$ cat src/rtl/ni_packetizer.sv
// ni_packetizer: turns a message descriptor plus payload words into a HEAD/BODY/TAIL wormhole flit stream.
// Latency: 1 cycle from a descriptor or data handshake to the matching flit on flit_o.
// Backpressure: msg_ready_o/data_ready_o follow the output register's free state (!flit_valid_o | flit_ready_i).
//
// Ports:
//   clk_i, rst_ni                      clock, asynchronous active-low reset
//   msg_valid_i/msg_ready_o            descriptor handshake (msg_x_i, msg_y_i, msg_len_i)
//   data_valid_i/data_ready_o          payload word handshake (data_i)
//   flit_o/flit_valid_o/flit_ready_i   registered flit output {flit_id[1:0], flit_data}
//   err_o                              one-cycle pulse after a zero-length descriptor
// Build option: define NI_SRC_ADDR_EN to place {X_CORD, Y_CORD} above the destination in the HEAD flit.
module ni_packetizer #(
    parameter int X_CORD          = 0,
    parameter int Y_CORD          = 0,
    parameter int PACKET_ADDR_X_W = 4,
    parameter int PACKET_ADDR_Y_W = 4,
    parameter int DATA_W          = 16,
    parameter int LEN_W           = 4
) (
    input  logic                       clk_i,
    input  logic                       rst_ni,
    input  logic                       msg_valid_i,
    output logic                       msg_ready_o,
    input  logic [PACKET_ADDR_X_W-1:0] msg_x_i,
    input  logic [PACKET_ADDR_Y_W-1:0] msg_y_i,
    input  logic [LEN_W-1:0]           msg_len_i,
    input  logic                       data_valid_i,
    output logic                       data_ready_o,
    input  logic [DATA_W-1:0]          data_i,
    output logic [DATA_W+1:0]          flit_o,
    output logic                       flit_valid_o,
    input  logic                       flit_ready_i,
    output logic                       err_o
);

    localparam int XY_W = PACKET_ADDR_X_W + PACKET_ADDR_Y_W;

    localparam logic [1:0] ID_HEAD = 2'b01;
    localparam logic [1:0] ID_BODY = 2'b10;
    localparam logic [1:0] ID_TAIL = 2'b11;

    localparam logic [PACKET_ADDR_X_W-1:0] SRC_X = X_CORD[PACKET_ADDR_X_W-1:0];
    localparam logic [PACKET_ADDR_Y_W-1:0] SRC_Y = Y_CORD[PACKET_ADDR_Y_W-1:0];

`ifdef NI_SRC_ADDR_EN
    localparam logic SRC_EN = 1'b1;
`else
    localparam logic SRC_EN = 1'b0;
`endif

    typedef enum logic {
        IDLE    = 1'b0,
        PAYLOAD = 1'b1
    } state_t;

    state_t            state;
    logic [LEN_W-1:0]  remaining;
    logic              out_free;
    logic              msg_hs;
    logic              data_hs;
    logic [DATA_W-1:0] head_dat;

    assign out_free     = !flit_valid_o || flit_ready_i;
    assign msg_ready_o  = (state == IDLE) && out_free;
    assign data_ready_o = (state == PAYLOAD) && out_free;
    assign msg_hs       = msg_valid_i && msg_ready_o;
    assign data_hs      = data_valid_i && data_ready_o;

    // Destination in the low field; source (when enabled) directly above; rest zero.
    always_comb begin
        head_dat                  = '0;
        head_dat[XY_W-1:0]        = {msg_x_i, msg_y_i};
        head_dat[2*XY_W-1:XY_W]   = SRC_EN ? {SRC_X, SRC_Y} : '0;
    end

    always_ff @(posedge clk_i or negedge rst_ni) begin
        if (!rst_ni) begin
            state        <= IDLE;
            remaining    <= '0;
            flit_o       <= '0;
            flit_valid_o <= 1'b0;
            err_o        <= 1'b0;
        end else begin
            err_o <= 1'b0;
            // A load in the same cycle as a downstream accept simply replaces the flit.
            if (flit_ready_i) begin
                flit_valid_o <= 1'b0;
            end
            case (state)
                IDLE: begin
                    if (msg_hs) begin
                        if (msg_len_i == '0) begin
                            // Descriptor is swallowed; no flit, only the error pulse.
                            err_o <= 1'b1;
                        end else begin
                            flit_o       <= {ID_HEAD, head_dat};
                            flit_valid_o <= 1'b1;
                            remaining    <= msg_len_i;
                            state        <= PAYLOAD;
                        end
                    end
                end
                PAYLOAD: begin
                    if (data_hs) begin
                        flit_o       <= {(remaining == LEN_W'(1)) ? ID_TAIL : ID_BODY, data_i};
                        flit_valid_o <= 1'b1;
                        remaining    <= remaining - LEN_W'(1);
                        if (remaining == LEN_W'(1)) begin
                            state <= IDLE;
                        end
                    end
                end
                default: state <= IDLE;
            endcase
        end
    end

endmodule

$ cat config.mk
export PLATFORM = sky130hd
export DESIGN_NAME = ni_packetizer
export DESIGN_NICKNAME = d
export VERILOG_FILES = /design/src/rtl/ni_packetizer.sv
export SDC_FILE = /design/constraint.sdc
export NUM_CORES = 1
export LEC_CHECK = 0
export ABC_CLOCK_PERIOD_IN_PS = 2400
export CAP_MARGIN = 20
export CORE_AREA = 2 2 68 70
export CTS_BUF_LIST = sky130_fd_sc_hd__clkbuf_8
export CTS_CLUSTER_SIZE = 10
export DETAILED_ROUTE_END_ITERATION = 12
export DIE_AREA = 0 0 70 72
export PLACE_DENSITY = 0.65
export SLEW_MARGIN = 20
export SYNTH_ARGS = -nofsm -noshare
export SYNTH_HDL_FRONTEND = slang
export SYNTH_SLANG_ARGS = --single-unit
$ cat constraint.sdc
create_clock -name clk_i -period 2.4 [get_ports clk_i]
set_clock_uncertainty 0.05 [all_clocks]
set_input_delay 0.6 -clock clk_i [delete_from_list [all_inputs] [get_ports clk_i]]
set_output_delay 0.6 -clock clk_i [all_outputs]
set_load 0.03 [all_outputs]
-- Yosys cells after proc, flatten, opt, wreduce, memory -nomap -nowiden
Cells that the tools add are included.
- input bits: 33
- word-level logic and storage cells: 41
- output and inout port bits: 22
- bits in registers: 25
- bitwise operators: 1
- multiplexer cells: 22
- reduce and logical (&&, ||, !) cells: 8
- equality and inequality tests: 4
- $add $sub $neg: 1
- operators with widths (operator ; count):
    18-bit two-way mux ; 3
    18-bit case mux with 2 select lines ; 1
    1-bit two-way mux ; 12
    4-bit two-way mux ; 3
    4-bit case mux with 2 select lines ; 1
    4-bit by 1-bit == test with 1-bit output, second input constant ; 1
    1-bit logical AND ; 4
    4-bit zero test ; 1
    2-bit != test, second input constant ; 2
    1-bit case mux with 2 select lines ; 2
    4-bit by 1-bit subtractor with 4-bit output, second input constant ; 1
    3-bit AND reduction ; 1
    2-bit by 1-bit != test with 1-bit output, second input constant ; 1
    1-bit zero test ; 1
    1-bit logical OR ; 1
    1-bit NOT ; 1

-- Logic depth before layout (Yosys ltp)
- word-level depth: 6
- mapped depth: 6
- mapped depth without buffers: 6

-- Worst setup path after synthesis
OpenSTA, ideal clock, no wires.
- path type: input -> output
- start point: in flit_ready_i
- end point: out msg_ready_o
- stages: 2
- required time: 1.750 ns
- path slack: 0.453 ns
- arrival: 1.297 ns
- path buffers: 0
- cell sequence: nand2b_1 > nor2b_1
- longest elaborated chain between the ends: 2
- RTL lines (what ; line ; text):
    start, declared ; 32 ; input logic flit_ready_i,
    1-bit logical OR ; 63 ; assign out_free = !flit_valid_o || flit_ready_i;
    1-bit logical AND ; 64 ; assign msg_ready_o = (state == IDLE) && out_free;
    end, declared ; 23 ; output logic msg_ready_o,
No other way between the ends.

-- Worst setup path after layout
Same ends and word-level chain as after synthesis.

==> flow_summary.ini <==
[status]
outcome = finished, final reports clean

[clocking]
clk_pin_slew_ns = 0.09
cts_buffers = 3
cts_tree = done
cts.sinks = 25
clock_latency_ns = 0.26
cts_hold_buf = 0
postCtsResizedCells = 0
cts_buffer_depth = 2
cts_max_level = 1
cts_setup_buffers = 0
clock-root-buffer = clkbuf_8

[grt]
grt_pass1_vias = 1004
grt-ovfl-total = 0
use_met3 = 0.0292
grt_max_degree = 26
grt_busiest_layer = met2
use_met2 = 0.200
antenna_found_initial = 0
grtUsageTotal = 0.117
use_met1 = 0.150
grt_pass1_wl_microns = 4760

[route]
vias = 1035
drtAntennaViolNets = 0
drc = 0
first_pass_iters = 3
dr.first_iter.drc_count = 55
routed_wl_microns = 2830
wl_per_cell_microns = 12.2
via_per_inst = 4.44

[floorplanning]
ioPinCount = 55
core_area_sq_um = 4260
dieArea_sq_um = 5040
die_h_microns = 72
start_util = 0.280
rows = 24
dieWidth_microns = 70

[sta]
clock.fmax_mhz = 455
finalHoldViolCount = 0
worstMarginPinSlew_ns = 0.326
setup_viol = 0
drv_slew = 0
fin_ws_ns = 0.203
rsz0062_at_grt = false
timing.final.crit_share = 0.915
setup_tns_ns = 0
maxSlewHeadroom = 0.782
period_needed_ns = 2.20

[logic_synthesis]
postSynthCellCount = 124
yosys_most_used_dff = dfrtp_1
ys_warn_count = 0
synth_seq_cells = 25
syn_area_sq_um = 1190
synthArstFlopShare = 1.00
ys_types = 26
synth_area_leaders = dfrtp_1 (52%), nand3_1 (8.4%), nand2_1 (7.9%)
yosysSeqAreaShare = 0.524
netlist.area_leader.share = 0.524
yosys.area.top_type = dfrtp_1
synth-edff-count = 0
ys_top_cells_by_count = dfrtp_1 (25), nand2_1 (25), nand3_1 (20), o21ai_0 (13), mux2i_1 (9)
syn_avg_cell_area_sq_um = 9.63
synth_nets = 159

[critical_path]
regToRegStartpoint = state$_DFF_PN0_
rr_worst_depth = 5
worstPathRequired_ns = 1.75
reg2reg_slack_ns = 0.86
worstSetupPathType = primary input to output port
worstPathMaxFanout = 3
cp.arrival_ns = 1.55
end_kind = output port
crit_path_start_kind = primary input
reg2reg_to = flit_o[4]$_DFFE_PN0P_

[place]
io_buffers = 54
hpwl_microns = 2070
routabilityCongestion = 0.745
dpl_cell_area_sq_um = 1800
pre_cts_ws_ns = 0.00443

[hold_path]
hp-start = flit_o[17]$_DFFE_PN0P_
holdPathStages = 2
min_to = flit_o[17]$_DFFE_PN0P_
hp-class = flip-flop to flip-flop

[layout]
n_antenna_cell = 0
fin_area_sq_um = 1850
final_layout_size_suffix_gt1_frac = 0.0829
area_growth_pct = 54.7
finalNetCount = 217

[run]
drv_cap = 0

[power_and_ir_drop]
seqPwrFrac = 0.320
netSwitchingFraction = 0.428
comb_power_share = 0.576
intPower_mw = 1.32
clockPowerShare = 0.104
p_leak_nw = 0.866
max-vdd-ir-drop_mv = 0.387
netSwitchingPower_uw = 989
power.density_nw_per_um2 = 1250
power.total_mw = 2.31
==> per-stage QoR <==
stage / instances / hold slack [ns] / util
detailed placement: 229 / 0.418 / 0.423
global route: 233 / 0.479 / 0.433
global placement: 229 / 0.409 / 0.423
floorplan: 124 / 0.254 / -
finish: 233 / 0.430 / 0.433
CTS: 233 / 0.440 / 0.433
==> cell usage in the layout (no fill, tap or decap), types with 2 or more instances in the layout <==
cell type / count
buf_4: 9
clkbuf_8: 3
clkdlybuf4s50_1: 52
dfrtp_1: 25
ha_1: 2
inv_1: 5
mux2_1: 2
mux2i_1: 9
nand2_1: 25
nand3_1: 20
nor2_1: 3
o21ai_0: 13
xnor2_1: 2
==> per-layer routing <==
layer  vias up  wire (microns)
li1        531               -
met1       479            1220
met2        23            1430
met3         2             159
met4         0              14
met5         -               0
==> power groups by stage <==
stage	clock [mW]	sequential [mW]	combinational (mW)
2_1_floorplan	0	1.04	0.537
3_3_place_gp	0	0.747	1.34
5_1_grt	0.272	0.768	1.45
3_5_place_dp	0	0.748	1.35
6_report	0.241	0.740	1.33
4_1_cts	0.254	0.742	1.36
==> worst max-delay path by stage <==
stage | startpoint | endpoint | cells after the start
6_report | flit_ready_i | msg_ready_o | 4
5_1_grt | flit_ready_i | msg_ready_o | 4
4_1_cts | flit_ready_i | msg_ready_o | 4
3_5_place_dp | msg_len_i[2] | flit_o[16]$_DFFE_PN0P_ | 5
3_3_place_gp | msg_len_i[2] | flit_o[16]$_DFFE_PN0P_ | 5
2_1_floorplan | flit_ready_i | msg_ready_o | 2
==> registers in the layout (all words and copies together) (netlist names) <==
| register | flops |
|---|---|
| state | 1 |
| flit_o | 18 |
| err_o | 1 |
| remaining | 4 |
| flit_valid_o | 1 |
==> layout make-up <==
class / instances / area, sq um
Sequential cell: 25 / 626
Tap cell: 52 / 65.1
Clock buffer: 3 / 41.3
Timing Repair Buffer: 61 / 588
Inverter: 4 / 15.0
Fill cell: 428 / 2420
Multi-Input combinational cell: 87 / 508
Clock inverter: 1 / 3.75
==> cells by family after synthesis <==
group | after synthesis | synth area share
xor gates and xnor gates | 2 | 0.0147
adders and majority gates | 2 | 0.0210
AOI/OAI and AO/OA | 16 | 0.0692
muxes | 11 | 0.0943
buffers and inverters | 12 | 0.0503
DFF | 25 | 0.524
and+or+nand+nor | 56 | 0.226
==> critical path, cell delays in order <==
cell             delay (ns)
clkdlybuf4s50_1        0.45
nand2b_1               0.14
nor2b_1                0.18
buf_4                  0.18
Note: power is estimated with default switching activity, not from simulation.
